## config.mk

```make
export PLATFORM = sky130hd
export DESIGN_NAME = seq_pattern_detector
export DESIGN_NICKNAME = d
export VERILOG_FILES = /design/src/rtl/seq_pattern_detector.sv
export SDC_FILE = /design/constraint.sdc
export NUM_CORES = 1
export LEC_CHECK = 0
export ABC_CLOCK_PERIOD_IN_PS = 1600
export CELL_PAD_IN_SITES_DETAIL_PLACEMENT = 1
export CELL_PAD_IN_SITES_GLOBAL_PLACEMENT = 2
export CORE_MARGIN = 2
export CORE_UTILIZATION = 26
export CTS_CLUSTER_DIAMETER = 40
export CTS_CLUSTER_SIZE = 28
export DETAILED_ROUTE_END_ITERATION = 8
export PLACE_DENSITY_LB_ADDON = 0.1
export SETUP_SLACK_MARGIN = 0.3
export SYNTH_ARGS = -nofsm -noshare
export SYNTH_HDL_FRONTEND = slang
export SYNTH_SLANG_ARGS = --single-unit
```

## constraint.sdc

```tcl
create_clock -name clk -period 1.6 [get_ports clk]
set_clock_uncertainty 0.1 [all_clocks]
set_input_delay 0.24 -clock clk [delete_from_list [all_inputs] [get_ports clk]]
set_output_delay 0.24 -clock clk [all_outputs]
set_load 0.1 [all_outputs]
```

## src/rtl/seq_pattern_detector.sv

```systemverilog
// seq_pattern_detector
// Serial pattern detector: shifts in one bit per accepted cycle and raises a
// one-cycle registered pulse on y when the last LEN accepted bits equal the
// runtime pattern (bit LEN-1 oldest, bit 0 newest). Overlapping or
// non-overlapping detection is selected per accepted bit by 'overlap'.
// Optional feature: define SEQDET_COUNT_EN to add the match_cnt port and a
// CNT_W-bit saturating match counter (cleared only by reset).
// Reset is synchronous and active-low; clear is a synchronous flush.

module seq_pattern_detector #(
    parameter int LEN   = 4,
    parameter int CNT_W = 8
) (
    input  logic           clk,
    input  logic           reset,
    input  logic           clear,
    input  logic           in_valid,
    input  logic           x,
    input  logic [LEN-1:0] pattern,
    input  logic           overlap,
`ifdef SEQDET_COUNT_EN
    output logic [CNT_W-1:0] match_cnt,
`endif
    output logic           y
);

    // fill counts 0..LEN, so it needs enough bits to hold LEN itself
    localparam int FILL_W = $clog2(LEN + 1);
    localparam logic [FILL_W-1:0] LEN_F  = FILL_W'(LEN);
    localparam logic [FILL_W-1:0] ONE_F  = FILL_W'(1);
    localparam logic [FILL_W-1:0] ARM_AT = LEN_F - ONE_F;

    // ARMED means one more accepted bit completes a full window
    typedef enum logic {
        FILLING = 1'b0,
        ARMED   = 1'b1
    } state_t;

    state_t            state;
    logic [LEN-1:0]    hist;
    logic [FILL_W-1:0] fill;

    logic [LEN-1:0]    next_hist;
    logic              hit;
    logic [FILL_W-1:0] fill_inc;
    logic [FILL_W-1:0] next_fill;

    // Candidate window, match decision and post-accept fill level for this edge
    always_comb begin
        next_hist = {hist[LEN-2:0], x};
        hit       = (state == ARMED) && (next_hist == pattern);
        fill_inc  = (fill == LEN_F) ? LEN_F : (fill + ONE_F);
        next_fill = (hit && !overlap) ? '0 : fill_inc;
    end

    // Detector FSM: history shift, fill tracking and registered match pulse
    always_ff @(posedge clk) begin
        if (!reset) begin
            hist  <= '0;
            fill  <= '0;
            state <= FILLING;
            y     <= 1'b0;
        end else if (clear) begin
            hist  <= '0;
            fill  <= '0;
            state <= FILLING;
            y     <= 1'b0;
        end else if (in_valid) begin
            hist  <= next_hist;
            fill  <= next_fill;
            state <= (next_fill >= ARM_AT) ? ARMED : FILLING;
            y     <= hit;
        end else begin
            y     <= 1'b0;
        end
    end

`ifdef SEQDET_COUNT_EN
    // Saturating match counter; survives clear, only reset zeroes it
    always_ff @(posedge clk) begin
        if (!reset) begin
            match_cnt <= '0;
        end else if (!clear && in_valid && hit && (match_cnt != '1)) begin
            match_cnt <= match_cnt + CNT_W'(1);
        end
    end
`endif

endmodule

```

==> flow_summary_export.csv <==
group,metric,value,unit
floorplanning,die_x,44.2,µm
pwr,peakVddDrop,0.000367,V
critical_path,critPathArrivalTime,1450,ps
global_routing,grt_usage,0.114,
logic_synthesis,synthCells,44,
global_routing,antenna_found_initial,0,
place,dpl.cell_count,72,
cts,cts_buffer_depth,2,
cts,clk_latency,250,ps
logic_synthesis,ys_seq_elements,8,
logic_synthesis,synth_nets,56,
pwr,power.net_switching,0.000105,W
routing,drtIter0Drc,1,
min_path,hold_end,"hist[1]",
global_routing,first_global_vias,334,
pwr,powerDensity,627,mW/mm²
routing,drtPass1Iterations,2,
cells_and_area,final_common_cell,"buf_4",
pwr,swShare,0.237,
sta,finalCriticalPeriod,1360,ps
routing,routed_wl,1.03,mm
cts,cts_htree_levels,1,
critical_path,reg2reg_to,"y",
min_path,hold_path.class,"in -> reg",
status,status,"finished, final reports clean",
critical_path,reg2reg_setup_slack,240,ps
cts,cts_buffers,3,
critical_path,worstPathRequired,1690,ps
min_path,hp-start,"in_valid",
cts,cts.clk_slew.worst_paths,60,ps
logic_synthesis,synth_compound_area_frac,0.137,
global_routing,overflow,0,
sta,max_slew_margin,0.822,
sta,rsz0062_at_grt,"yes",
critical_path,critical_path_class,"reg -> reg",
pwr,power_frac_clock,0.346,
logic_synthesis,synth.distinct_cells,22,
place,hpwl,717,µm
logic_synthesis,synth_seq_area_share,0.382,
critical_path,crit_path_end_kind,"register",
pwr,p_seq_frac,0.465,
cts,cts_tree,"built",
cells_and_area,final_cell_mix,"buf_4, nor2_1, dfxtp_2, dfxtp_1, clkdlybuf4s50_1",
critical_path,reg2reg_from,"hist[2]",
routing,vias,388,
cts,clock-root-buffer,"clkbuf_4",
floorplanning,die_h,44.2,µm
cts,hold_buffers,0,
cells_and_area,layout-drive-gt1-share,0.462,
run,cap_violations,0,
critical_path,startpoint,"hist[2]",
floorplanning,ios,11,
floorplanning,core_area,0.00151,mm²
logic_synthesis,synthSimpleGateAreaFrac,0.227,
routing,route.antenna.remaining_nets,0,
cells_and_area,antenna_cells,0,
cells_and_area,utilization,0.471,
global_routing,grt_start_max_net_pins,6,
cts,cts.sinks,8,
logic_synthesis,yosys-mux-area-fraction,0.0716,
pwr,leakage,0.322,nW
floorplanning,rows,14,
sta,slew_viol_final,0,
pwr,p_int,0.000339,W
place,io_buffers,10,
floorplanning,start_util,0.278,
cells_and_area,syn2layout_area_growth,69.3,%
logic_synthesis,avgSynthCellArea,9.53,µm²
critical_path,cp_max_fo,2,
sta,fmax,734,MHz
sta,worstMarginPinSlew,265,ps
sta,tns,0,ps
logic_synthesis,synth_top_family_by_area,"simple AND/OR/NAND/NOR gates",
critical_path,worstSetupStartpointType,"register",
sta,fin_crit_sh,0.851,
pwr,p_comb_frac,0.190,
place,finalWeightedCongestion,0.628,
routing,drt-wirelength-per-cell,12.7,µm
cells_and_area,fillers,171,
sta,setup_viol,0,
floorplanning,die-area,0.00195,mm²
routing,avgViaCountPerCell,4.79,
critical_path,r2r_cells,7,
cells_and_area,nets,79,
routing,drc,0,
logic_synthesis,synth_xor_area_frac,0.0836,
cells_and_area,final_area,709,µm²
min_path,holdPathStages,4,
global_routing,grt_pass1_wl,1.55,mm
sta,finalHoldViolCount,0,
cells_and_area,stdcell_count,81,
place,post_dp_cell_area,571,µm²
logic_synthesis,synthAdderAreaFrac,0.0597,
logic_synthesis,synth_warnings,0,
logic_synthesis,netlist_area,419,µm²
## cells in the mapped netlist
| master | number | area (µm²) |
|---|---|---|
| dfxtp_1 | 8 | 160 |
| nor2_1 | 5 | 18.8 |
| a21oi_1 | 3 | 15.0 |
| inv_1 | 3 | 11.3 |
| mux2i_1 | 3 | 30.0 |
| xor2_1 | 3 | 26.3 |
| a22o_2 | 2 | 20.0 |
| ha_1 | 2 | 25.0 |
| nand3b_1 | 2 | 15.0 |
| a32o_1 | 1 | 10.0 |
| and2_1 | 1 | 6.26 |
| and4b_1 | 1 | 10.0 |
| buf_2 | 1 | 5.00 |
| nand2_1 | 1 | 3.75 |
| nand2b_1 | 1 | 6.26 |
| nand3_1 | 1 | 5.00 |
| nand4b_2 | 1 | 15.0 |
| nor3_1 | 1 | 5.00 |
| nor3_2 | 1 | 10.0 |
| o21a_1 | 1 | 7.51 |
| o21ai_0 | 1 | 5.00 |
| xnor2_1 | 1 | 8.76 |
## worst max-delay path, stage by stage (launching register included)
cell,delay (ps)
dfxtp_2,330
xor2_2,160
nor3_4,220
buf_4,150
buf_6,80
buf_6,80
nand3_2,60
nor2_2,120
## metrics by stage
step | power [W] | hold WS (ps) | worst slack (ps)
global route | 0.000469 | 370 | 190
global placement | 0.000270 | 375 | -105
floorplan | 0.000238 | 287 | 304
detailed placement | 0.000272 | 382 | -139
finish | 0.000445 | 348 | 238
CTS | 0.000430 | 311 | 197
## worst max path at each step
| stage | end | slack, ps | cells after the start |
|---|---|---|---|
| finish | y | 240 | 7 |
| global placement | state | -100 | 5 |
| global route | y | 190 | 7 |
| CTS | state | 200 | 4 |
| floorplan | fill[1] | 300 | 4 |
| detailed placement | fill[1] | -140 | 5 |
## layout make-up
type / count / area (µm²) / area share
clock buffers: 3 / 22.5 / 0.0317
inverters: 3 / 11.3 / 0.0159
multi-input cells: 32 / 304 / 0.429
flip-flops and latches: 8 / 165 / 0.233
well taps: 16 / 20.0 / 0.0282
repair buffers: 19 / 186 / 0.263
## flip-flops by register name, indices dropped and copies added (netlist names)
signal / flops
fill: 3
y: 1
state: 1
hist: 3
## logic make-up after synthesis
kind of cell	Yosys count
compound gates	8
xor+xnor	4
fa+ha+maj	2
buf+inv	4
flops	8
mux	3
simple gates	15
## routing by layer
| layer | share of wire | track usage | vias up | routed length, µm |
|---|---|---|---|---|
| met1 | 0.44 | 0.135 | 179 | 453 |
| li1 | - | - | 196 | - |
| met3 | 0.046 | 0.0367 | 4 | 47 |
| met2 | 0.50 | 0.176 | 9 | 512 |
| met4 | 0.017 | 0.0727 | 0 | 18 |
| met5 | 0 | 0 | - | 0 |
## power groups by stage
stage	Sequential [W]	Combinational (W)	Clock, W
6_report	0.000207	0.0000843	0.000154
4_1_cts	0.000206	0.0000651	0.000160
5_1_grt	0.000207	0.0000923	0.000170
2_1_floorplan	0.000209	0.0000287	0
3_5_place_dp	0.000210	0.0000617	0
3_3_place_gp	0.000210	0.0000607	0
## timing repair
item / 4_1_cts / 5_1_grt
buffers inserted: 4 / 2
hold endpoints to repair: 0 / 0
gates resized for setup: 4 / 18
pin swaps: 5 / 6
setup endpoints to repair: 4 / 5
Power figures use the tool's default switching activity.
==> RTL change (config.mk and constraints unchanged) <==
Build with the macro `SEQDET_COUNT_EN` defined.
--- a/src/rtl/seq_pattern_detector.sv
+++ b/src/rtl/seq_pattern_detector.sv
@@ -7,4 +7,6 @@
 // CNT_W-bit saturating match counter (cleared only by reset).
 // Reset is synchronous and active-low; clear is a synchronous flush.
+
+`define SEQDET_COUNT_EN
 
 module seq_pattern_detector #(
Check against the original RTL (old outputs only; new: match_cnt): equivalent (equiv_simple and equiv_induct, registers matched by name and starting in step).
==> RTL change against the unedited design <==
  * Area after synthesis increased by 110%
  * Hold slack improved by 0.021 ns
  * Via count grew 140%
  * Total power is 74% higher
  * Critical path type unchanged
  * Routed wire length increased to 2.8 times the old value
  * Count of clock-buffer cells in the layout is 1 higher
  * Fmax decreased by 14%
  * Setup slack worse by 0.23 ns
  * Die area is 95% higher
  * Cell area grew 140%
  * Sequential cell count rose by 8
==> RTL change: results (changes against the unedited design) <==
| Step | Item | Reported | vs unedited |
|:---|:---|:---|:---|
| logic synthesis | Syn_nets | 109 | was 56 |
| critical path | Critical path peak fanout | 4 | was 2 |
| drt | Vias | 923 | was 388 |
| drt | Detailed route wirelength on metal2 | 1.55 mm | was 512 um |
| drt | Detailed-routed wire length on met3 | 90 um | was 47 um |
| global route | Via count of the first global-routing pass | 963 | was 334 |
| drt | Number of detailed-route iterations in the first pass | 4 | was 2 |
| placed design | GPL Wtd Cong | 0.748 | was 0.628 |
| final layout | Net count of the finished layout | 157 | was 79 |
| final layout | Layout cells sized above 1 | 0.517 | was 0.462 |
| logic synthesis | Synthesized-area fraction occupied by ao, oa, aoi and oai cells | 0.169 | was 0.137 |
| critical path | Arrival time of data at the critical path endpoint | 1.73 ns | was 1.45 ns |
| placed design | Post-DP HPWL | 1.84 mm | was 717 um |
| outcome | Status | finished, final reports clean | unchanged |
| drt | Mean routed wirelength per cell | 15.7 um | was 12.7 um |
| logic synthesis | Fraction of the mapped netlist area in adder cells | 0.0434 | was 0.0597 |
| global route | Wire length of the first global-routing pass | 4.71 mm | was 1.55 mm |
| logic synthesis | Distinct cells, synth | 30 | was 22 |
| final layout | Registers with the most flip-flops | match_cnt (8), fill (3), hist (3) | was fill (3), hist (3) |
| drt | Iteration-0 DRC count of the detailed router | 13 | was 1 |
| placed design | Number of buffers inserted by port buffering | 18 | was 10 |
| logic synthesis | Leading cell types by count after synthesis | dfxtp_1, a21oi_1, nand2_1 | was dfxtp_1, nor2_1 |
| clock network | Clock edge transition at the registers on the reported setup and hold paths | 0.11 ns | was 0.06 ns |
| pwr | Maximum resistive drop on vdd | 0.311 mV | was 0.367 mV |
| sta | Remaining max-slew budget at the tightest pin | 0.772 | was 0.822 |
| logic synthesis | Share of the synthesized netlist area taken by xor and xnor gates | 0.0621 | was 0.0836 |
| global route | Maximum number of pins on one net before global-route repair | 10 | was 6 |
| drt | Met1 routed wirelength after detailed routing | 1.24 mm | was 453 um |
| logic synthesis | Mux cell area share after synthesis | 0.0694 | was 0.0716 |
## RTL change: routing by layer
layer	GRT usage	vias to the layer above
li1	-	454
met1	0.207	449
met2	0.295	15
met3	0.0476	5
met4	0.0790	0
met5	0	-
## RTL change: stage by stage
stage	worst slack, ns	std cells
final	0.0123	187
after global routing	-0.0427	187
after CTS	0.0461	184
after detailed placement	-0.458	168
after global placement	-0.373	168
after floorplan	-0.00108	96
## RTL change: final timing paths
| path | startpoint | endpoint | slack, ns | depth (start not counted) |
|---|---|---|---|---|
| setup reg to reg | match_cnt[0] | match_cnt[3] | 0.01 | 5 |
| hold reg to reg | fill[1] | fill[1] | 0.39 | 2 |
| hold / removal | x | hist[0] | 0.37 | 3 |
| setup / recovery | match_cnt[0] | match_cnt[3] | 0.01 | 5 |
## RTL change: where the power goes
part / internal (mW) / switching, mW / leakage, nW
registers: 0.386 / 0.00376 / 0.137
clock network: 0.0976 / 0.145 / 0.0150
logic: 0.0717 / 0.0684 / 0.478
total: 0.555 / 0.218 / 0.631
## RTL change: what timing repair did
item,in CTS,in global routing
pin swaps,22,2
setup endpoints to repair,16,16
gates resized for setup,41,7
cloned,1,1
setup buffers,11,2
## RTL change: cells by family after synthesis
logic type | after synthesis
multiplexers | 6
flip-flops | 16
AND/OR/NAND/NOR | 35
buffers and inverters | 9
AO/OA/AOI/OAI | 23
XOR/XNOR | 4
adder cells (fa/ha/maj) | 3
## RTL change: worst max-delay path, cell delays in order (launching register included)
cell and delay [ns]:
dfxtp_4 0.38, buf_6 0.10, and4b_2 0.27, o21ai_4 0.09
or4_4 0.41, a21oi_1 0.17
## RTL change: layout make-up
cell class / instances / area [um^2] / share of cell area
clock buffer: 4 / 26.3 / 0.0156
tap: 44 / 55.1 / 0.0328
sequential: 16 / 357 / 0.212
inverter: 6 / 22.5 / 0.0134
timing repair buffer: 44 / 495 / 0.295
multi-input combinational: 73 / 723 / 0.431
